$ cat config.mk
export PLATFORM = sky130hd
export DESIGN_NAME = ah_encoder_25_4
export DESIGN_NICKNAME = d
export VERILOG_FILES = /design/src/rtl/ah_encoder_25_4.sv
export SDC_FILE = /design/constraint.sdc
export NUM_CORES = 1
export LEC_CHECK = 0
export ABC_AREA = 1
export BUFFER_PORTS_ARGS = -buffer_cell sky130_fd_sc_hd__buf_2
export CAP_MARGIN = 20
export CORE_MARGIN = 1.5
export CORE_UTILIZATION = 40
export DETAILED_ROUTE_END_ITERATION = 8
export PLACE_DENSITY = 0.7
export SETUP_SLACK_MARGIN = 0.1
export SYNTH_ARGS = -nofsm -noshare
export SYNTH_HDL_FRONTEND = slang
export SYNTH_SLANG_ARGS = --single-unit
$ cat constraint.sdc
create_clock -name clk -period 3.1 [get_ports clk]
set_input_delay 0.62 -clock clk [delete_from_list [all_inputs] [get_ports clk]]
set_output_delay 0.62 -clock clk [all_outputs]
set_load 0.02 [all_outputs]
$ cat src/rtl/ah_encoder_25_4.sv
// Egress address encoder: round-robin over client requests, emits REGION_BASE + client*2^OFFSET_W + offset.
// Optional AH_ENC_PARITY_EN adds egress_parity (XOR of egress_pkt_field), registered with the field.
module ah_encoder_25_4 #(
    parameter int unsigned            PKT_W       = 25,
    parameter int unsigned            NUM_CLIENTS = 4,
    parameter int unsigned            OFFSET_W    = 12,
    parameter logic [PKT_W-1:0]       REGION_BASE = '0,
    parameter logic [NUM_CLIENTS-1:0] CLIENT_MASK = '1,
    localparam int unsigned           ID_W        = (NUM_CLIENTS > 1) ? $clog2(NUM_CLIENTS) : 1
) (
    input  logic                            clk,
    input  logic                            rst_n,
    input  logic [NUM_CLIENTS-1:0]          client_req,
    input  logic [NUM_CLIENTS*OFFSET_W-1:0] client_offset,
    output logic [NUM_CLIENTS-1:0]          client_gnt,
    output logic                            egress_valid,
    input  logic                            egress_ready,
    output logic [PKT_W-1:0]                egress_pkt_field,
    output logic [ID_W-1:0]                 egress_client_id,
    output logic                            enc_err
`ifdef AH_ENC_PARITY_EN
    ,
    output logic                            egress_parity
`endif
);

    localparam logic [0:0] ST_IDLE = 1'b0;
    localparam logic [0:0] ST_HOLD = 1'b1;

    logic [0:0]             state_q, state_d;
    logic [ID_W-1:0]        ptr_q, ptr_d;
    logic                   valid_q, valid_d;
    logic [PKT_W-1:0]       field_q, field_d;
    logic [ID_W-1:0]        id_q, id_d;
    logic [NUM_CLIENTS-1:0] gnt_q, gnt_d;
    logic [NUM_CLIENTS-1:0] req_q;
    logic                   err_q, err_d;

    logic [NUM_CLIENTS-1:0] eligible;
    logic                   found;
    logic [ID_W-1:0]        win;
    logic [OFFSET_W-1:0]    win_off;
    logic [PKT_W-1:0]       win_field;
    logic                   load;

    // The client pulsing its grant this cycle still holds req high, so it is masked out here.
    assign eligible = client_req & CLIENT_MASK & ~gnt_q;

    always_comb begin
        int unsigned idx;
        idx   = 0;
        found = 1'b0;
        win   = '0;
        for (int unsigned i = 0; i < NUM_CLIENTS; i++) begin
            idx = (32'(ptr_q) + i) % NUM_CLIENTS;
            if (!found && eligible[ID_W'(idx)]) begin
                found = 1'b1;
                win   = ID_W'(idx);
            end
        end
    end

    assign win_off   = client_offset[win*OFFSET_W +: OFFSET_W];
    assign win_field = REGION_BASE + (PKT_W'(win) << OFFSET_W) + PKT_W'(win_off);
    assign load      = found && ((state_q == ST_IDLE) || egress_ready);

    always_comb begin
        state_d = state_q;
        ptr_d   = ptr_q;
        valid_d = valid_q;
        field_d = field_q;
        id_d    = id_q;
        gnt_d   = '0;
        if (load) begin
            state_d = ST_HOLD;
            ptr_d   = ID_W'((32'(win) + 1) % NUM_CLIENTS);
            valid_d = 1'b1;
            field_d = win_field;
            id_d    = win;
            gnt_d   = NUM_CLIENTS'(1) << win;
        end else if ((state_q == ST_HOLD) && egress_ready) begin
            state_d = ST_IDLE;
            valid_d = 1'b0;
        end
    end

    assign err_d = |(client_req & ~req_q & ~CLIENT_MASK);

    always_ff @(posedge clk or negedge rst_n) begin
        if (!rst_n) begin
            state_q <= ST_IDLE;
            ptr_q   <= '0;
            valid_q <= 1'b0;
            field_q <= '0;
            id_q    <= '0;
            gnt_q   <= '0;
            req_q   <= '0;
            err_q   <= 1'b0;
        end else begin
            state_q <= state_d;
            ptr_q   <= ptr_d;
            valid_q <= valid_d;
            field_q <= field_d;
            id_q    <= id_d;
            gnt_q   <= gnt_d;
            req_q   <= client_req;
            err_q   <= err_d;
        end
    end

    assign client_gnt       = gnt_q;
    assign egress_valid     = valid_q;
    assign egress_pkt_field = field_q;
    assign egress_client_id = id_q;
    assign enc_err          = err_q;

`ifdef AH_ENC_PARITY_EN
    logic parity_q, parity_d;

    assign parity_d = load ? ^win_field : parity_q;

    always_ff @(posedge clk or negedge rst_n) begin
        if (!rst_n) begin
            parity_q <= 1'b0;
        end else begin
            parity_q <= parity_d;
        end
    end

    assign egress_parity = parity_q;
`endif

endmodule
== Word level (Yosys, flattened, before mapping) ==
Cells that the tools add are included.
Cells by class
  add/sub/neg operators: 5
  $mul: 1
  magnitude comparators: 4
  shift operators: 2
  multiplexer cells: 19
  bitwise operators: 3
  reduce and logical (&&, ||, !) cells: 10
Operator list (number)
  $shiftx A48 B7 Y12: 1
  $add A14 B12 Y15: 1
  $lt A2 B3 Y1 const B: 4
  $mux W1: 10
  $bmux W1 S2: 4
  $mux W2: 4
  $logic_and A1 B1 Y1: 5
  $add A2 B1 Y2 const B: 2
  $add A2 B2 Y2 const B: 2
  $and A4 B4 Y4: 1
  $mul A2 B2 Y4 const B: 1
  $mux W4: 1
  $not A4 Y4: 1
  $shl A1 B2 Y4 const A: 1
  $logic_not A1 Y1: 3
  $reduce_bool A2 Y1: 1
  $logic_or A1 B1 Y1: 1
  $not A1 Y1: 1
Word-level totals
  flip-flop bits (word level): 34
  logic and storage cells: 49

== Depth between registers and ports, before layout ==
Gate-level depths: netlist of the first run.
  depth in word-level cells: 17
  gate-level depth with buffers: 15

== Worst setup path before layout of the first run ==
OpenSTA, ideal clock, no wires.
  path kind: in2reg
  start point: in client_req[2]
  end point: reg field_q[0], in the netlist egress_pkt_field[0]
  arrival: 1.669 ns
  path slack: 1.314 ns
  stages: 12
  path buffers: 1
  cells stage by stage: nand3_1 -> nand3_1 -> nand2_2 -> nand2_2 -> nand2_1 -> nand2_2 -> nand3_4 -> buf_6 -> nand2_1 -> nand3_1 -> nand3_1 -> nand2_1
Between the ends
  cells in the longest elaborated chain, start to end: 16
  elaborated cells between the ends (all ways): 27
Ends and longest elaborated chain
  from (decl): line 13  | input logic [NUM_CLIENTS-1:0] client_req,
  $and A4 B4 Y4 *: line 47  | assign eligible = client_req & CLIENT_MASK & ~gnt_q;
  $bmux W1 S2: line 56  | if (!found && eligible[ID_W'(idx)]) begin
  $mux W1 (not written as such): line 56
  $mux W1: line 56
  $logic_not A1 Y1: line 56
  $logic_and A1 B1 Y1: line 56
  $mux W1: line 56
  $logic_not A1 Y1: line 56
  $logic_and A1 B1 Y1: line 56
  $mux W1: line 56
  $logic_not A1 Y1: line 56
  $logic_and A1 B1 Y1: line 56
  $mux W2: line 56
  $mul A2 B2 Y4: line 63  | assign win_off = client_offset[win*OFFSET_W +: OFFSET_W];
  $shiftx A48 B7 Y12: line 63
  $add A14 B12 Y15: line 64  | assign win_field = REGION_BASE + (PKT_W'(win) << OFFSET_W) + PKT_W'(win_off);
  to (signal assigned): line 103  | field_q <= field_d;
  to (decl): line 33  | logic [PKT_W-1:0] field_q, field_d;
Mark *: on every way between the ends. The rest lies on a longest branch, timed or not. The select of a mux whose other input is x is not followed.
A chain may end at the register's enable or synchronous reset.

== Final worst setup path of the first run ==
  start point: reg ptr_q[0]
  end point: reg ptr_q[1]
Between the ends
  cells in the longest elaborated chain, start to end: 13
  elaborated cells between the ends (all ways): 27
Ends and longest elaborated chain
  from (decl): line 31  | logic [ID_W-1:0] ptr_q, ptr_d;
  from (signal assigned): line 101  | ptr_q <= ptr_d;
  branches (longest 13 deep; another with $add A2 B1 Y2)
Parallel ways; which one is timed is not known. The select of a mux whose other input is x is not followed.

==> results.txt, run 1 <==
----------------------------------------------------
[Clock network]
  Clock root buffer ... sky130_fd_sc_hd__clkbuf_8
  CTS tree ... yes
  Total of cells resized after clock tree synthesis ... 0
  Maximum level of the CTS H-tree ... 1
  Number of hold-repair buffers added at the cts stage ... 0
  Clock-pin transition on the worst setup and hold timing paths ... about 0.080 ns
  Clk_lat worst skew ... 0.26 ns
  Clock Path Buffers ... 2
  Number of buffers created by CTS ... 3
  Post-CTS Setup Inserts ... 0
  Number of clock sinks ... 21

[STA]
  Layout Skew ... around 0.0051 ns
  Setup repair after global routing missed its margin ... no
  Max-slew violation total from the final report ... 0
  Setup TNS Final ... 0 ns
  Highest clock rate ... 388 MHz
  Shortest clock period the worst path allows after layout ... 2.58 ns
  Final Hold Vio Count ... 0
  Number of setup violations in the final report ... 0
  Portion of the clock cycle consumed by the worst path in the final layout ... around 83%

[Power]
  Static leakage ... about 0.0011 uW
  Power density over cell area ... 1400 nW/um2
  Sum of internal, switching and leakage power ... 2780 uW
  Worst vdd ir ... between 400 and 500 uV

[Setup path]
  Maximum net fanout on the critical path ... 26
  Timing endpoint of the critical path ... ptr_q[1]$_DFFE_PN0P_
  Kind of end point of the critical path ... flop
  CP startpoint ... ptr_q[0]$_DFFE_PN0P_
  Critical path start-end classification ... flop to flop
  FF-to-FF setup slack ... 0.52 ns
  Nature of the critical path startpoint ... flop
  Worst reg2reg path startpoint ... ptr_q[0]$_DFFE_PN0P_
  Cells on worst reg2reg path ... 12
  Arrival time at the worst endpoint ... 2.73 ns
  Critical Path RT ... 3.25 ns
  Worst flop-to-flop path endpoint ... ptr_q[1]$_DFFE_PN0P_

[Logic synthesis]
  Syn avg cell area ... between 7 and 8 um2
  Count of warnings emitted by yosys ... 0
  Share of the synthesized area in the top cell type ... 31.7%
  Share of the yosys chip area belonging to registers ... 31.7%
  Cell types occupying the most area after synthesis ... sky130_fd_sc_hd__dfrtp_1, sky130_fd_sc_hd__nand2_1, sky130_fd_sc_hd__nand3_1
  Post-synth ARST share ... 100%
  Synth unique cells ... 21
  Library cell with the largest summed area after synthesis ... sky130_fd_sc_hd__dfrtp_1
  Flip-flop and latch count after synthesis ... 21
  Post-Synthesis Cells ... 235
  Top cells by count, synth ... sky130_fd_sc_hd__nand2_1, sky130_fd_sc_hd__nand3_1, sky130_fd_sc_hd__nand4_1
  Predominant post-synthesis flop cell ... sky130_fd_sc_hd__dfrtp_1
  Top-count cell post-synth ... sky130_fd_sc_hd__nand2_1
  Cell area after technology mapping ... about 1700 um2
  Number of enable-type register cells in the synthesized netlist ... 0

[Floorplan]
  Area of the core ... 4000 um2
  Floorplan row count ... 23
  Die ar. ... 4540 um2
  I/O pin count ... roughly 90
  Initial Utilization ... 41.4%
  Horiz. Die Dim ... 67.4 um
  Die span in y ... 67.4 um

[Detailed routing]
  DR pass1 iterations ... 4
  Detailed-route via count ... approximately 1,800
  DRC Markers ... 0
  Drt wl/cell ... 13.0 um
  First DRT Iteration DRCs ... 144
  Total length of routed wires ... 4.51 mm
  Average vias per placed instance ... 5.07
  Post-route ant nets ... 0

[Min path]
  Worst min path class ... input pin to async pin

[Final layout]
  Multi-input gate area in the final layout ... 910 um2
  Area occupied by registers ... about 530 um2
  Fraction of final layout cells sized beyond drive strength 1 ... 33.6%
  Count of nets after finishing ... 354
  Area grow syn2layout ... 19.6%
  N_diodes ... 0
  Fill count ... 410

[GRT]
  Total overflow reported by the global router ... 0
  Global-route total usage across every layer ... between 20% and 30%
  Via count of the first global-routing pass ... 1,563
  Global-route wire length before repair ... 7.04 mm
  Maximum number of pins on one net before global-route repair ... 28
  Antenna violations before repair ... 0

[Placed design]
  Port buffer count ... 75
  GP Congestion ... between 0.8 and 0.9
  Placed wire-length estimate after detailed placement ... roughly 3.4 mm

[Outcome]
  Result of the run ... finished, final reports clean

[Flow run]
  Maximum Capacitance Violations ... 0

----------------------------------------------------
[logic make-up (layout without fill, tap and decap cells)]
group,count (synthesis),count (layout),share of synthesized area (%)
AND/OR/NAND/NOR,169,169,51.1
flip-flops,21,21,31.7
AO/OA/AOI/OAI,3,3,1.06
buffers and inverters,41,93,15.9
other,1,12,0.226
[power breakdown]
part | leakage [uW] | switching, uW | internal [uW]
clock | 0.0000255 | 86.8 | 89.3
sequential | 0.000256 | 98.1 | 421
combinational | 0.000828 | 1450 | 638
[flip-flops by register name, summed over array words and instances (netlist names)]
name	flops
client_gnt	4
egress_client_id	1
egress_pkt_field	13
egress_valid	1
ptr_q	2
[through the flow]
stage / worst slack [ns] / instance area [um2] / hold WS [ns] / cells / utilization [%]
floorplan: 1.31 / 1700 / 0.324 / 246 / -
global placement: 0.543 / 1930 / 0.470 / 344 / 48.4
detailed placement: 0.464 / 1930 / 0.464 / 344 / 48.4
CTS: 0.571 / 1980 / 0.324 / 348 / 49.5
global route: 0.293 / 1980 / 0.345 / 348 / 49.5
finish: 0.522 / 1980 / 0.299 / 348 / 49.5
[critical path: stages (launching register included)]
cell and delay, ns:
sky130_fd_sc_hd__dfrtp_1 0.51, sky130_fd_sc_hd__inv_6 0.15, sky130_fd_sc_hd__nand2_1 0.07, sky130_fd_sc_hd__nand2_2 0.11
sky130_fd_sc_hd__nand3_1 0.09, sky130_fd_sc_hd__nand2_1 0.12, sky130_fd_sc_hd__nand4_4 0.38, sky130_fd_sc_hd__nand2_2 0.43
sky130_fd_sc_hd__inv_2 0.20, sky130_fd_sc_hd__nand2_1 0.16, sky130_fd_sc_hd__nor2_1 0.09, sky130_fd_sc_hd__nor2_1 0.11
sky130_fd_sc_hd__nand2_1 0.05
[layout make-up]
type / count / area share [%]
inverter: 13 / 2.72
timing repair buffer: 76 / 19.3
tap: 50 / 3.16
multi-input combinational: 184 / 45.9
clock buffer: 3 / 2.08
clock inverter: 1 / 0.253
sequential: 21 / 26.5
[placed cells by master, fill, tap and decap left out]
cell type / Yosys / layout
sky130_fd_sc_hd__buf_2: 8 / 75
sky130_fd_sc_hd__buf_4: 15 / 1
sky130_fd_sc_hd__clkbuf_8: 0 / 3
sky130_fd_sc_hd__clkinv_2: 0 / 1
sky130_fd_sc_hd__conb_1: 1 / 12
sky130_fd_sc_hd__dfrtp_1: 21 / 21
sky130_fd_sc_hd__inv_1: 8 / 8
sky130_fd_sc_hd__inv_2: 4 / 4
sky130_fd_sc_hd__inv_6: 1 / 1
sky130_fd_sc_hd__nand2_1: 73 / 73
sky130_fd_sc_hd__nand2_2: 6 / 6
sky130_fd_sc_hd__nand3_1: 50 / 50
sky130_fd_sc_hd__nand3_2: 6 / 6
sky130_fd_sc_hd__nand3_4: 1 / 1
sky130_fd_sc_hd__nand3b_1: 1 / 1
sky130_fd_sc_hd__nand4_1: 24 / 24
sky130_fd_sc_hd__nand4_4: 1 / 1
sky130_fd_sc_hd__nor2_1: 6 / 6
sky130_fd_sc_hd__nor2_2: 1 / 1
sky130_fd_sc_hd__o21a_1: 1 / 1
sky130_fd_sc_hd__o21ai_0: 1 / 1
sky130_fd_sc_hd__o21ai_1: 1 / 1
[per-layer routing]
metal  wire (um)  track usage (%)
met5           0                0
met2        2120             34.0
met1        1950             27.4
met3         412             4.33
met4          29             1.79
[worst min path at each step]
stage / endpoint
after floorplan: client_gnt[0]$_DFF_PN0_
final: client_gnt[3]$_DFF_PN0_
after global placement: egress_pkt_field[1]$_DFFE_PN0P_
after CTS: client_gnt[0]$_DFF_PN0_
after global routing: client_gnt[2]$_DFF_PN0_
after detailed placement: egress_pkt_field[11]$_DFFE_PN0P_
Note: power is estimated with default switching activity, not from simulation.
==> inputs of run 2 (changes only) <==
==> constraint.sdc (replaced) <==
create_clock -name clk -period 2.5 [get_ports clk]
set_input_delay 0.5 -clock clk [delete_from_list [all_inputs] [get_ports clk]]
set_output_delay 0.5 -clock clk [all_outputs]
set_load 0.02 [all_outputs]
==> run 2 against run 1 <==
Core utilization rose by 0.75 points. Wire length rose by 2.8%. Clock skew fell by 0.0017 ns. First-iteration DRC count did not move. Cell area rose by 1.5%. Register-to-register slack got worse by 0.07 ns. Clock power rose by 27%.
==> results.txt, run 2 (synthesis results as in run 1) <==
----------------------------------------------------
[Outcome]
  Result of the run ... finished, final reports clean

[Clock network]
  Number of clock sinks ... 21
  Total of cells resized after clock tree synthesis ... 0
  Number of hold-repair buffers added at the cts stage ... 0
  Number of buffers created by CTS ... 3
  Clock root buffer ... sky130_fd_sc_hd__clkbuf_8
  Clk_lat worst skew ... 0.26 ns
  Clock-pin transition on the worst setup and hold timing paths ... approximately 0.08 ns
  Clock Path Buffers ... 2
  Maximum level of the CTS H-tree ... 1
  Post-CTS Setup Inserts ... 0
  CTS tree ... yes

[Floorplan]
  I/O pin count ... 88
  Die ar. ... 4540 um2
  Horiz. Die Dim ... 67.4 um
  Initial Utilization ... 41.4%
  Die span in y ... 67.4 um
  Area of the core ... approximately 4000 um2
  Floorplan row count ... 23

[Detailed routing]
  Average vias per placed instance ... approximately 5.2
  Drt wl/cell ... ~13 um
  Total length of routed wires ... 4.64 mm
  First DRT Iteration DRCs ... 144
  DR pass1 iterations ... 4
  Post-route ant nets ... 0
  Detailed-route via count ... 1,842
  DRC Markers ... 0

[Final layout]
  Fraction of final layout cells sized beyond drive strength 1 ... 34.4%
  Number of standard cells in the final layout excluding fillers ... 352
  Fin util ... 50.3%
  Area grow syn2layout ... 21.4%
  Final Cell Area ... 2010 um2
  Multi-input gate area in the final layout ... 910 um2
  Area occupied by registers ... 526 um2
  Max FFs per register ... 13
  N_diodes ... 0
  Count of nets after finishing ... roughly 360
  Fill count ... 426
  Most frequent standard cell in the layout excluding fill and tap cells ... sky130_fd_sc_hd__buf_2
  Top library cells by usage in the layout, fill and taps aside ... sky130_fd_sc_hd__buf_2, sky130_fd_sc_hd__nand2_1, sky130_fd_sc_hd__nand3_1

[Placed design]
  GP Congestion ... 0.893
  Placed Instances ... 348
  Placed wire-length estimate after detailed placement ... 3.54 mm
  Area after detailed placement ... 1960 um2
  Port buffer count ... 75

[Power]
  Clock network fraction of design power ... 6.3%
  Power density over cell area ... 1760 nW/um2
  Worst vdd ir ... ~760 uV
  Portion of total power attributed to sequential cells ... 18.2%
  Sw frac ... 57.9%
  Static leakage ... 0.00113 uW
  Fraction of power consumed by combinational cells ... 75.5%
  Cell Int Power ... 1490 uW
  P_sw ... approximately 2000 uW

[Setup path]
  Nature of the critical path startpoint ... flop
  Kind of end point of the critical path ... flop
  Worst path top cell family by delay ... simple AND/OR/NAND/NOR gates
  Maximum net fanout on the critical path ... 27
  Slowest-stage cell, CP ... sky130_fd_sc_hd__dfrtp_1
  Buf/Inv on CP ... 0
  Arrival time at the worst endpoint ... 2.20 ns
  Ordered list of cells on the worst path ... nand3_1 > nand3_1 > nand2_2 > nand2_2 > nand2_1 > nand2_2 > nand3_4 > nand2_1 > nor2_1 > nor2_1 > nand2_1
  Critical path start-end classification ... flop to flop
  Max incr delay on CP ... ~0.57 ns
  Critical Path RT ... 2.66 ns

[STA]
  Portion of the clock cycle consumed by the worst path in the final layout ... roughly four fifths
  Post-route worst hold slack ... about 0.18 ns
  Setup TNS Final ... 0 ns
  Number of setup violations in the final report ... 0
  Max-slew violation total from the final report ... 0
  Layout Skew ... 0.00337 ns
  Highest clock rate ... 488 MHz
  Shortest clock period the worst path allows after layout ... approximately 2.0 ns
  Setup repair after global routing missed its margin ... no
  Final Hold Vio Count ... 0

[GRT]
  Antenna violations before repair ... 0
  Maximum number of pins on one net before global-route repair ... 28
  Total overflow reported by the global router ... 0
  Via count of the first global-routing pass ... ~1,500
  Global-route total usage across every layer ... 21.0%
  Global-route wire length before repair ... 7.19 mm

[Flow run]
  Maximum Capacitance Violations ... 0

[Min path]
  Worst min path class ... input pin to async pin

----------------------------------------------------
[run 2: cell types whose count changed in the layout (fill, tap and decap cells not counted), sizes merged]
cell and change:
buf +4
[run 2: worst register-to-register path, stage by stage (launching register included)]
cell	delay, ns
sky130_fd_sc_hd__dfrtp_1	0.57
sky130_fd_sc_hd__nand3_1	0.20
sky130_fd_sc_hd__nand3_1	0.13
sky130_fd_sc_hd__nand2_2	0.11
sky130_fd_sc_hd__nand2_2	0.10
sky130_fd_sc_hd__nand2_1	0.06
sky130_fd_sc_hd__nand2_2	0.09
sky130_fd_sc_hd__nand3_4	0.24
sky130_fd_sc_hd__nand2_1	0.21
sky130_fd_sc_hd__nor2_1	0.08
sky130_fd_sc_hd__nor2_1	0.10
sky130_fd_sc_hd__nand2_1	0.05
[run 2: layout make-up]
class,instances,share of cell area [%]
sequential,21,26.1
clock inverter,1,0.249
inverter,13,2.68
timing repair buffer,80,20.5
clock buffer,3,2.05
multi-input combinational,184,45.2
tap,50,3.11
[run 2: power by group through the flow]
stage | clock [uW] | sequential (uW) | combinational, uW
floorplan | 0 | 777 | 2060
global placement | 0 | 649 | 2630
detailed placement | 0 | 647 | 2670
CTS | 230 | 644 | 2680
global route | 247 | 666 | 2970
finish | 223 | 645 | 2670
[run 2: routing by layer]
layer	GRT usage, %	share of wire, %	vias to the layer above
met5	0	0	-
met2	36.3	48	93
met4	3.83	1.1	0
met3	3.67	8.7	6
met1	27.6	42	837
li1	-	-	906
[run 2: final timing paths]
| path | start | cells after the start | end | slack [ns] |
|---|---|---|---|---|
| worst max-delay path | ptr_q[0]$_DFFE_PN0P_ | 11 | ptr_q[1]$_DFFE_PN0P_ | 0.45 |
| worst min-delay path | rst_n | 1 | client_gnt[1]$_DFF_PN0_ | 0.18 |
| worst max register to register | ptr_q[0]$_DFFE_PN0P_ | 11 | ptr_q[1]$_DFFE_PN0P_ | 0.45 |
| worst min register to register | egress_pkt_field[4]$_DFFE_PN0P_ | 2 | egress_pkt_field[4]$_DFFE_PN0P_ | 0.48 |
| max in group asynchronous | rst_n | 1 | egress_pkt_field[10]$_DFFE_PN0P_ | 1.99 |
| min in group clk | egress_pkt_field[4]$_DFFE_PN0P_ | 2 | egress_pkt_field[4]$_DFFE_PN0P_ | 0.48 |
[run 2: stage by stage]
| stage | power [uW] | setup WS [ns] |
|---|---|---|
| floorplan | 2840 | 0.792 |
| global placement | 3280 | 0.512 |
| detailed placement | 3320 | 0.468 |
| CTS | 3550 | 0.450 |
| global route | 3890 | 0.258 |
| finish | 3540 | 0.452 |
==> inputs of run 3 (changes only) <==
--- a/config.mk
+++ b/config.mk
@@ -11,7 +11,7 @@
 export CORE_MARGIN = 1.5
 export CORE_UTILIZATION = 40
 export DETAILED_ROUTE_END_ITERATION = 8
-export PLACE_DENSITY = 0.7
+export PLACE_DENSITY = 0.73
 export SETUP_SLACK_MARGIN = 0.1
 export SYNTH_ARGS = -nofsm -noshare
 export SYNTH_HDL_FRONTEND = slang
==> constraint.sdc (replaced) <==
create_clock -name clk -period 1.8 [get_ports clk]
set_input_delay 0.36 -clock clk [delete_from_list [all_inputs] [get_ports clk]]
set_output_delay 0.36 -clock clk [all_outputs]
set_load 0.02 [all_outputs]
==> run 3 against run 2 <==
The run now ends with negative setup slack left. Wire length rose by 9.5%. Cell area up 20%. Worst setup slack lost 0.52 ns. Largest cell class unchanged.
==> results.txt, run 3 (synthesis results as in run 1) <==
----------------------------------------------------
[Setup path]
  Critical Path RT ... 1.96 ns
  Maximum net fanout on the critical path ... 19
  Kind of end point of the critical path ... flop
  Arrival time at the worst endpoint ... 2.03 ns
  Nature of the critical path startpoint ... flop
  Critical path start-end classification ... flop to flop

[STA]
  Post-route worst hold slack ... ~0.044 ns
  Setup TNS Final ... -0.634 ns
  Max-slew violation total from the final report ... 0
  Layout Skew ... 0.00847 ns
  Worst-case setup margin in the final layout ... -0.0672 ns
  Setup repair after global routing missed its margin ... yes
  Portion of the clock cycle consumed by the worst path in the final layout ... 104%
  Shortest clock period the worst path allows after layout ... 1.87 ns
  Number of setup violations in the final report ... 16
  Final Hold Vio Count ... 0
  Highest clock rate ... around 540 MHz

[Final layout]
  Fin util ... 60.4%
  Area grow syn2layout ... 45.9%
  Top library cells by usage in the layout, fill and taps aside ... sky130_fd_sc_hd__buf_2, sky130_fd_sc_hd__nand2_1, sky130_fd_sc_hd__nand3_2
  Max FFs per register ... 13
  Fraction of final layout cells sized beyond drive strength 1 ... 49.7%
  N_diodes ... 0
  Count of nets after finishing ... ~380
  Most frequent standard cell in the layout excluding fill and tap cells ... sky130_fd_sc_hd__buf_2

[Placed design]
  GP Congestion ... 0.859
  Placed wire-length estimate after detailed placement ... 3.78 mm
  Port buffer count ... 75
  Dpl ws ... -0.137 ns

[Clock network]
  Clock root buffer ... sky130_fd_sc_hd__clkbuf_8
  Number of buffers created by CTS ... 3
  Number of clock sinks ... 21
  CTS tree ... yes
  Clk_lat worst skew ... about 0.26 ns
  Clock-pin transition on the worst setup and hold timing paths ... around 0.080 ns
  Maximum level of the CTS H-tree ... 1
  Clock Path Buffers ... 2

[GRT]
  Global-route wire length before repair ... 7.60 mm
  Total overflow reported by the global router ... 0
  Global-route total usage across every layer ... 22.1%
  Global-route met3 utilization ... 5.50%
  Busiest layer in global routing ... met2
  Maximum number of pins on one net before global-route repair ... 22
  Antenna violations before repair ... 0
  Fraction of met1 tracks used by global routing ... between 20 and 30%
  Met2 Track Usage GR ... 36.3%
  Via count of the first global-routing pass ... ~1,700

[Detailed routing]
  First DRT Iteration DRCs ... 137
  Post-route ant nets ... 0
  DRC Markers ... 0
  Detailed-route via count ... a little under 2,000
  Drt wl/cell ... 13.6 um
  Total length of routed wires ... 5.08 mm
  DR pass1 iterations ... 4
  Average vias per placed instance ... about 5.2

[Outcome]
  Result of the run ... finished, violations left
  Violations in the final reports ... negative setup slack

[Min path]
  Worst min path class ... input pin to async pin

[Floorplan]
  Die span in y ... 67.4 um
  Initial Utilization ... 41.4%
  Die ar. ... 4540 um2
  Horiz. Die Dim ... ~67 um
  Area of the core ... 4000 um2
  Floorplan row count ... 23
  I/O pin count ... 88

[Flow run]
  Maximum Capacitance Violations ... 0

----------------------------------------------------
==> run 3: cell count changes in the layout (fill, tap and decap cells not counted), sizes merged <==
cell	before	now
inv	13	12
buf	80	100
clkbuf	3	4
==> run 3: worst paths after layout <==
check                                                     start                          endpoint  slack (ns)  depth (start not counted)
worst max-delay path                       ptr_q[0]$_DFFE_PN0P_  egress_pkt_field[10]$_DFFE_PN0P_       -0.07                         12
max in group asynchronous                                 rst_n              ptr_q[0]$_DFFE_PN0P_        1.40                          1
worst max register to register             ptr_q[0]$_DFFE_PN0P_  egress_pkt_field[10]$_DFFE_PN0P_       -0.07                         12
worst min-delay path                                      rst_n   egress_pkt_field[5]$_DFFE_PN0P_        0.04                          1
worst min register to register  egress_pkt_field[8]$_DFFE_PN0P_   egress_pkt_field[8]$_DFFE_PN0P_        0.49                          2
min in group clk                                   egress_ready          egress_valid$_DFFE_PN0P_        0.40                          4
==> run 3: cell type report <==
cell class / count / area (um2)
Tap cell: 50 / 62.6
Fill cell: 367 / 1580
Timing Repair Buffer: 100 / 614
Inverter: 13 / 63.8
Clock buffer: 4 / 45.0
Sequential cell: 21 / 529
Multi-Input combinational cell: 184 / 1100
==> run 3: stage by stage <==
stage          area (um2)  instances
2_1_floorplan        1700        246
3_3_place_gp         2100        364
3_5_place_dp         2100        364
4_1_cts              2170        369
5_1_grt              2420        372
6_report             2420        372
==> run 3: metal layers <==
metal / wire (um) / vias to the layer above
met4: 76 / 0
met3: 372 / 6
li1: - / 943
met5: 0 / -
met2: 2510 / 96
met1: 2120 / 899
==> run 3: timing repair <==
action,CTS,global route
endpoints found under the setup margin,19,20
hold buffers,0,0
resized for setup,4,53
setup buffers,1,2
cloned,0,1
pin swaps,2,18
==> run 3: worst max-delay path, stage by stage (launching register included) <==
cell and delay (ns):
sky130_fd_sc_hd__dfrtp_2 0.48, sky130_fd_sc_hd__clkinv_4 0.11, sky130_fd_sc_hd__nand2_1 0.06, sky130_fd_sc_hd__nand2_2 0.08
sky130_fd_sc_hd__nand3_2 0.08, sky130_fd_sc_hd__nand2_4 0.13, sky130_fd_sc_hd__buf_12 0.11, sky130_fd_sc_hd__nand4_4 0.11
sky130_fd_sc_hd__buf_4 0.24, sky130_fd_sc_hd__nand4_1 0.10, sky130_fd_sc_hd__nand3_1 0.12, sky130_fd_sc_hd__nand3_2 0.09
sky130_fd_sc_hd__nand2_1 0.05
Power of run 3 is left out: the tool's default activity adds up to more than one toggle a clock period on the data nets, which glitch-free logic cannot reach.
